File: config.mk
export PLATFORM = sky130hd
export DESIGN_NAME = button_debounce
export DESIGN_NICKNAME = d
export VERILOG_FILES = /design/src/rtl/button_pkg.sv /design/src/rtl/button_debounce_sync_2ff.sv /design/src/rtl/button_debounce.sv
export SDC_FILE = /design/constraint.sdc
export NUM_CORES = 1
export LEC_CHECK = 0
export ABC_AREA = 1
export ABC_CLOCK_PERIOD_IN_PS = 1300
export BUFFER_PORTS_ARGS = -buffer_cell sky130_fd_sc_hd__buf_2
export CORE_MARGIN = 2
export CORE_UTILIZATION = 38
export CTS_BUF_LIST = sky130_fd_sc_hd__clkbuf_8
export CTS_CLUSTER_DIAMETER = 50
export CTS_CLUSTER_SIZE = 20
export DETAILED_ROUTE_END_ITERATION = 10
export SETUP_SLACK_MARGIN = 0.1
export SYNTH_ARGS = -nofsm -noshare
export SYNTH_HDL_FRONTEND = slang
export SYNTH_HIERARCHICAL = 1
export SYNTH_SLANG_ARGS = --single-unit
File: constraint.sdc
create_clock -name clock_12mhz -period 1.3 [get_ports clock_12mhz]
set_input_delay 0.13 -clock clock_12mhz [delete_from_list [all_inputs] [get_ports clock_12mhz]]
set_output_delay 0.13 -clock clock_12mhz [all_outputs]
set_load 0.05 [all_outputs]
File: src/rtl/button_pkg.sv
// button_pkg: shared types and default constants for the push-button
// debounce slice.
//   button_state_t      : debounce FSM state encoding
//   DEBOUNCE_10MS_12MHZ : stable-time qualification, 10 ms at 12 MHz
//   LONG_1S_12MHZ       : long-press hold time, 1 s at 12 MHz
//   PRESS_COUNT_W       : width of the running press counter
package button_pkg;

  typedef enum logic [1:0] {
    RELEASED,
    PRESS_WAIT,
    PRESSED,
    RELEASE_WAIT
  } button_state_t;

  localparam int unsigned DEBOUNCE_10MS_12MHZ = 120000;
  localparam int unsigned LONG_1S_12MHZ       = 12000000;
  localparam int unsigned PRESS_COUNT_W       = 8;

endpackage

File: src/rtl/button_debounce_sync_2ff.sv
// sync_2ff: 1-bit two-flop synchronizer for asynchronous pins.
//   clock_12mhz : destination clock
//   reset_n     : asynchronous active-low reset, both flops load RESET_VALUE
//   d           : asynchronous input
//   q           : synchronized output (two clock_12mhz cycles of latency)
module sync_2ff #(
  parameter logic RESET_VALUE = 1'b0
) (
  input  logic clock_12mhz,
  input  logic reset_n,
  input  logic d,
  output logic q
);

  logic meta;

  always_ff @(posedge clock_12mhz or negedge reset_n) begin
    if (!reset_n) begin
      meta <= RESET_VALUE;
      q    <= RESET_VALUE;
    end else begin
      meta <= d;
      q    <= meta;
    end
  end

endmodule

File: src/rtl/button_debounce.sv
// button_debounce: synchronizes and debounces a raw push-button pin.
//   clock_12mhz   : system clock, 12 MHz
//   reset_n       : asynchronous active-low reset
//   button_raw    : raw pin, asynchronous to clock_12mhz
//   button_level  : debounced state, 1 = pressed
//   press_pulse   : one-cycle strobe on an accepted press
//   release_pulse : one-cycle strobe on an accepted release
//   long_pulse    : one-cycle strobe once a press has been held LONG_CYCLES
//                   (only with BUTTON_LONG_PRESS_EN defined, otherwise 0)
//   press_count   : accepted presses, modulo 256
// Build option: BUTTON_LONG_PRESS_EN enables the long-press counter.
module button_debounce
  import button_pkg::*;
#(
  parameter int unsigned DEBOUNCE_CYCLES = DEBOUNCE_10MS_12MHZ,
  parameter int unsigned LONG_CYCLES     = LONG_1S_12MHZ,
  parameter bit          ACTIVE_LOW      = 1'b1
) (
  input  logic                     clock_12mhz,
  input  logic                     reset_n,
  input  logic                     button_raw,
  output logic                     button_level,
  output logic                     press_pulse,
  output logic                     release_pulse,
  output logic                     long_pulse,
  output logic [PRESS_COUNT_W-1:0] press_count
);

  localparam int unsigned DW = $clog2(DEBOUNCE_CYCLES);
  localparam logic [DW-1:0] DEB_LAST = DW'(DEBOUNCE_CYCLES - 1);

  button_state_t state;
  logic [DW-1:0] deb_cnt;
  logic          pressed_raw;
  logic          s;

  // Normalise polarity before synchronizing so reset value 0 is "released".
  assign pressed_raw = button_raw ^ ACTIVE_LOW;

  sync_2ff #(
    .RESET_VALUE(1'b0)
  ) u_sync (
    .clock_12mhz(clock_12mhz),
    .reset_n    (reset_n),
    .d          (pressed_raw),
    .q          (s)
  );

`ifdef BUTTON_LONG_PRESS_EN
  localparam int unsigned LW = $clog2(LONG_CYCLES);
  localparam logic [LW-1:0] LONG_LAST = LW'(LONG_CYCLES - 1);

  logic [LW-1:0] long_cnt;
  logic          long_done;
`else
  assign long_pulse = 1'b0;
`endif

  always_ff @(posedge clock_12mhz or negedge reset_n) begin
    if (!reset_n) begin
      state         <= RELEASED;
      deb_cnt       <= '0;
      button_level  <= 1'b0;
      press_pulse   <= 1'b0;
      release_pulse <= 1'b0;
      press_count   <= '0;
`ifdef BUTTON_LONG_PRESS_EN
      long_cnt      <= '0;
      long_done     <= 1'b0;
      long_pulse    <= 1'b0;
`endif
    end else begin
      press_pulse   <= 1'b0;
      release_pulse <= 1'b0;
`ifdef BUTTON_LONG_PRESS_EN
      long_pulse    <= 1'b0;
`endif
      case (state)
        RELEASED: begin
          if (s) begin
            state   <= PRESS_WAIT;
            deb_cnt <= '0;
          end
        end
        PRESS_WAIT: begin
          if (!s) begin
            state <= RELEASED;
          end else if (deb_cnt == DEB_LAST) begin
            state        <= PRESSED;
            press_pulse  <= 1'b1;
            button_level <= 1'b1;
            press_count  <= press_count + PRESS_COUNT_W'(1);
          end else begin
            deb_cnt <= deb_cnt + DW'(1);
          end
        end
        PRESSED: begin
          if (!s) begin
            state   <= RELEASE_WAIT;
            deb_cnt <= '0;
          end
`ifdef BUTTON_LONG_PRESS_EN
          // Counter parks at LONG_LAST; long_done blocks repeats until release.
          else if (!long_done) begin
            if (long_cnt == LONG_LAST) begin
              long_pulse <= 1'b1;
              long_done  <= 1'b1;
            end else begin
              long_cnt <= long_cnt + LW'(1);
            end
          end
`endif
        end
        RELEASE_WAIT: begin
          if (s) begin
            state <= PRESSED;
          end else if (deb_cnt == DEB_LAST) begin
            state         <= RELEASED;
            release_pulse <= 1'b1;
            button_level  <= 1'b0;
`ifdef BUTTON_LONG_PRESS_EN
            long_cnt      <= '0;
            long_done     <= 1'b0;
`endif
          end else begin
            deb_cnt <= deb_cnt + DW'(1);
          end
        end
        default: state <= RELEASED;
      endcase
    end
  end

endmodule

# --- Word level (Yosys, flattened, before mapping) ---
# Cells that the tools add are included.
word_totals:
  reg_bits: 32
  latchBits: 0
  mem_bits_rw: 0
  romBits: 0
  inputBits: 3
  output_inout_bits: 12
  elab_cells: 52
  memories: 0
classes:
  addsub: 2
  n_mul: 0
  div: 0
  order_cmp: 0
  n_eq_ne: 12
  shifts: 0
  mux: 23
  bitwise_logic: 1
  reduce_logical: 6
ops:
  columns: ["operator", "n"]
  rows:
  - ["$mux 17", 5]
  - ["$pmux 17 s4", 1]
  - ["$add 17x1->17 const B", 1]
  - ["$eq 17x17->1 const B", 1]
  - ["$mux 2", 6]
  - ["$mux 1", 9]
  - ["$add 8x1->8 const B", 1]
  - ["$ne 2x2->1 const B", 4]
  - ["$pmux 2 s4", 1]
  - ["$reduce_and 4->1", 2]
  - ["$reduce_and 5->1", 1]
  - ["$eq 2x2->1 const B", 2]
  - ["$ne 2x1->1 const B", 2]
  - ["$ne 3x2->1 const B", 1]
  - ["$ne 3x3->1 const B", 1]
  - ["$reduce_and 3->1", 1]
  - ["$eq 2x1->1 const B", 1]
  - ["$logic_not 2->1", 1]
  - ["$pmux 1 s2", 1]
  - ["$reduce_bool 2->1", 1]
  - ["$not 1->1", 1]

# --- Depth between registers and ports, before layout ---
depth:
  depth_word: 4
  ltp_mapped: 9
  depth_no_buf: 9

# --- Modules after synthesis ---
# Netlist, hierarchy kept.
modules_own_cells:
  columns: ["module", "n_inst", "cells_per_inst", "area_per_inst_um2", "seq_area_each_um2"]
  rows:
  - ["button_debounce", 1, 281, 1940.6, 750.7]
  - ["sync_2ff", 1, 2, 50.0, 50.0]

# --- Worst setup path before layout ---
# No wires, ideal clock.
synth_path:
  path_kind: "register to register"
  from: "register press_count[4]"
  to: "register press_count[7]"
  setup_time_ns: 0.118
  t_arrival_ns: 1.384
  required_ns: 1.182
  setup_slack_ns: -0.202
  stages_incl_launch_ff: 8
  n_path_buf: 0
  synth_period_minus_slack_ns: 1.502
  cell_sequence: "dfrtp_1 inv_1 nor3_1 nand2_1 nand2_1 nand2_1 nand3_1 nand2_1"
synth_between:
  elab_chain_cells: 1
synth_lines:
  columns: ["element", "line", "rtl"]
  rows:
  - ["start: declaration", "button_debounce.sv:26", "output logic [PRESS_COUNT_W-1:0] press_count"]
  - ["start signal: assignment", "button_debounce.sv:92", "press_count <= press_count + PRESS_COUNT_W'(1);"]
  - ["$add 8x1->8", "button_debounce.sv:92", null]
# No other way between the ends.
# A chain may end at the register's enable or synchronous reset.

# --- Worst setup path after layout ---
layout_path:
  from: "register deb_cnt[0]"
  to: "register press_count[0]"
layout_between:
  elab_chain_cells: 2
layout_lines:
  columns: ["element", "line", "rtl"]
  rows:
  - ["start: declaration", "button_debounce.sv:33", "logic [DW-1:0] deb_cnt;"]
  - ["start signal: assignment", "button_debounce.sv:94", "deb_cnt <= deb_cnt + DW'(1);"]
  - ["start signal: assignment", "button_debounce.sv:126", "deb_cnt <= deb_cnt + DW'(1);"]
  - ["$eq 17x17->1", "button_debounce.sv:88", "end else if (deb_cnt == DEB_LAST) begin"]
  - ["$reduce_and 3->1 (no source line)", null, null]
# No other way between the ends.

==> reports/results.txt <==
Final instance area = 0.00278 mm^2
Setup ws final = -0.238 ns
Global Route Usage Sum = 0.189
Vias per inst = 4.68
CP max stage cell = dfrtp_1
Main synth FF type = dfrtp_1
Die area = 0.00583 mm^2
Data required, critical path = 1.47 ns
Setup slack, reg-to-reg = -0.24 ns
CTS tree = done
PortBufs = 13
#FFs+latches synth = 32
Root buffer cell = clkbuf_8
Initial core utilization = 0.392
Clock skew = 0.00583 ns
Final Hold Vio Count = 0
Clock sink count = 32
Die Ht = 76.4 um
Grt total ovfl = 0
Gpl congestion = 0.892
Count leader, synth = nand2_1
Worst EP arrival = 1.71 ns
H-tree depth = 2
CP Launch Type = flop
Max-cap viol count = 0
Antenna-violating nets left = 0
Worst skew pair latency = 0.29 ns
DR vias = 1,986
Crit path max fanout = 5
Placed cell area = 0.00252 mm^2
Final setup vio count = 30
First-pass GRT wire length = 8900 um
Clk buf depth = 2
Drt wl/cell = 11.8 um
DP HPWL = 3710 um
Mapped Cells = 283
Number of flops mapped to enable cells by yosys = 0
Synth top area share = 0.402
Most frequent CP cell = nand2_4
WL final = 4990 um
# DRC = 0
Unrepaired setup endpoints after global routing = yes
Largest net degree at the start of global routing = 26
Post-Syn Area = 0.00199 mm^2
Final slew viol count = 0
Number of global-route vias before repair = 1,950
Die X = 76.4 um
Ys async rst share = 1.00
Synth warn = 6
Netlist cell types = 27
Worst-margin pin slew = 0.558 ns
Initial DRT Pass Iterations = 4
Fill cell count = 500
Largest stage delay on the critical path = 0.35 ns
IR drop worst, VDD = 0.619 mV
Total CTS buffers = 5
Period utilization = 1.18
Max Freq = 650 MHz
Largest cells by area after synthesis = dfrtp_1, nand2_1, nand3_1
Average cell area after synthesis = 7.03 um^2
Status = finished with violations
Part of the Yosys area used for sequential elements = 0.402
Largest area contributor in the netlist = dfrtp_1
WHS = 0.351 ns
Critical path class = flop to flop
Mapped Nets = 288
Fin util = 0.549
Hold crit path type = flop to flop
Rows = 26
Commonest cells post-synth = nand2_1, nor2_1, inv_1
Time the worst path needs with I/O delays and setup = 1.54 ns
Final-stage net count = 358
CTS clk-pin slew, worst paths = 0.07 ns
Initial antenna violation count = 0
Failing checks = setup timing
PwrDens = 775 mW/mm^2
Slew HR = 0.628
Top Ports = 15
Leak pwr = 1.43 nW
Ant. Diodes = 0
Layout cells sized above 1 = 0.356
P&R area growth vs syn = 39.8%
Core area = 0.00507 mm^2
DRT iter0 DRCs = 185
Crit. End Element = flop
CP cell instances = ha_2 -> nand2_4 -> buf_4 -> nor2_4 -> nand2_4 -> nor2_4 -> nand2_4 -> xnor2_1
-- area by class of cell --
type                       count  area, um^2  area share
multi-input combinational    208        1110       0.399
sequential                    32         808       0.290
timing repair buffer          71         534       0.192
inverter                      35         131      0.0472
tap                           70        87.6      0.0315
clock buffer                   5        68.8      0.0247
clock inverter                 3        42.5      0.0153
-- placed cells by master, fill, tap and decap left out, drive strengths merged --
cell and n:
inv 35, xnor2 2, dfrtp 32, bufinv 1
nand4 8, buf 69, ha 2, clkbuf 5
nand3b 1, conb 1, nor3 3, o21bai 1
clkinv 1, xor2 4, o21ai 22, nand2 93
dlygate4sd3 2, nor2 36, or2 2, nand3 33
clkinvlp 1
-- report_power, final --
part           internal, mW  leakage (nW)  total (mW)  switching [mW]
clock                 0.567        0.0541       0.963           0.397
sequential             1.01         0.428        1.02          0.0103
combinational        0.0693         0.947       0.173           0.104
-- kinds of logic after synthesis --
group | count (synthesis) | synth area share
buf+inv | 43 | 0.0962
flops | 32 | 0.402
xor+xnor | 6 | 0.0264
simple gates | 176 | 0.385
other cells | 1 | 0.00188
fa+ha+maj | 2 | 0.0126
compound gates | 23 | 0.0761
-- final timing paths --
| path | from | cells past startpoint | end |
|---|---|---|---|
| worst max register to register | deb_cnt[0] | 8 | press_count[0] |
| worst max-delay path | deb_cnt[0] | 8 | press_count[0] |
| worst min-delay path | u_sync/meta | 0 | u_sync/q |
| min in group asynchronous | reset_n | 2 | deb_cnt[3] |
| max in group asynchronous | reset_n | 3 | deb_cnt[12] |
| worst min register to register | u_sync/meta | 0 | u_sync/q |
-- routing by layer --
| metal | vias to the layer above | track usage | share of wire |
|---|---|---|---|
| met1 | 896 | 0.262 | 0.47 |
| li1 | 1034 | - | - |
| met2 | 45 | 0.291 | 0.47 |
| met5 | - | 0 | 0 |
| met4 | 0 | 0.0764 | 0.021 |
| met3 | 11 | 0.0391 | 0.042 |
-- critical path: cells and delay by family, from the launching register on --
kind / cells / cell delay, ns
xor gates and xnor gates: 1 / 0.13
adders and majority gates: 1 / 0.22
buffers and inverters: 1 / 0.15
DFF: 1 / 0.35
and+or+nand+nor: 5 / 0.57
-- through the flow --
step	total power, mW	setup slack [ns]	setup TNS, ns	instances
finish	2.16	-0.238	-5.29	424
global route	2.25	-0.332	-7.82	424
CTS	2.17	-0.190	-4.35	420
detailed placement	1.20	-0.198	-4.73	409
global placement	1.20	-0.160	-3.72	409
floorplan	1.12	-0.150	-3.09	283
-- repair_timing --
item	CTS	global route
endpoints found under the setup margin	30	30
gates resized for setup	8	29
pin swaps	6	11
buffers inserted	1	4
hold endpoints to repair	24	0
hold buffers	2	0
-- registers in the layout, indices dropped and copies added (netlist names), named ones only --
signal and cells:
deb_cnt 17, press_count 8, button_level 1, press_pulse 1, release_pulse 1, state 1
u_sync/meta 1, u_sync/q 1
(Power assumes the default switching activity.)
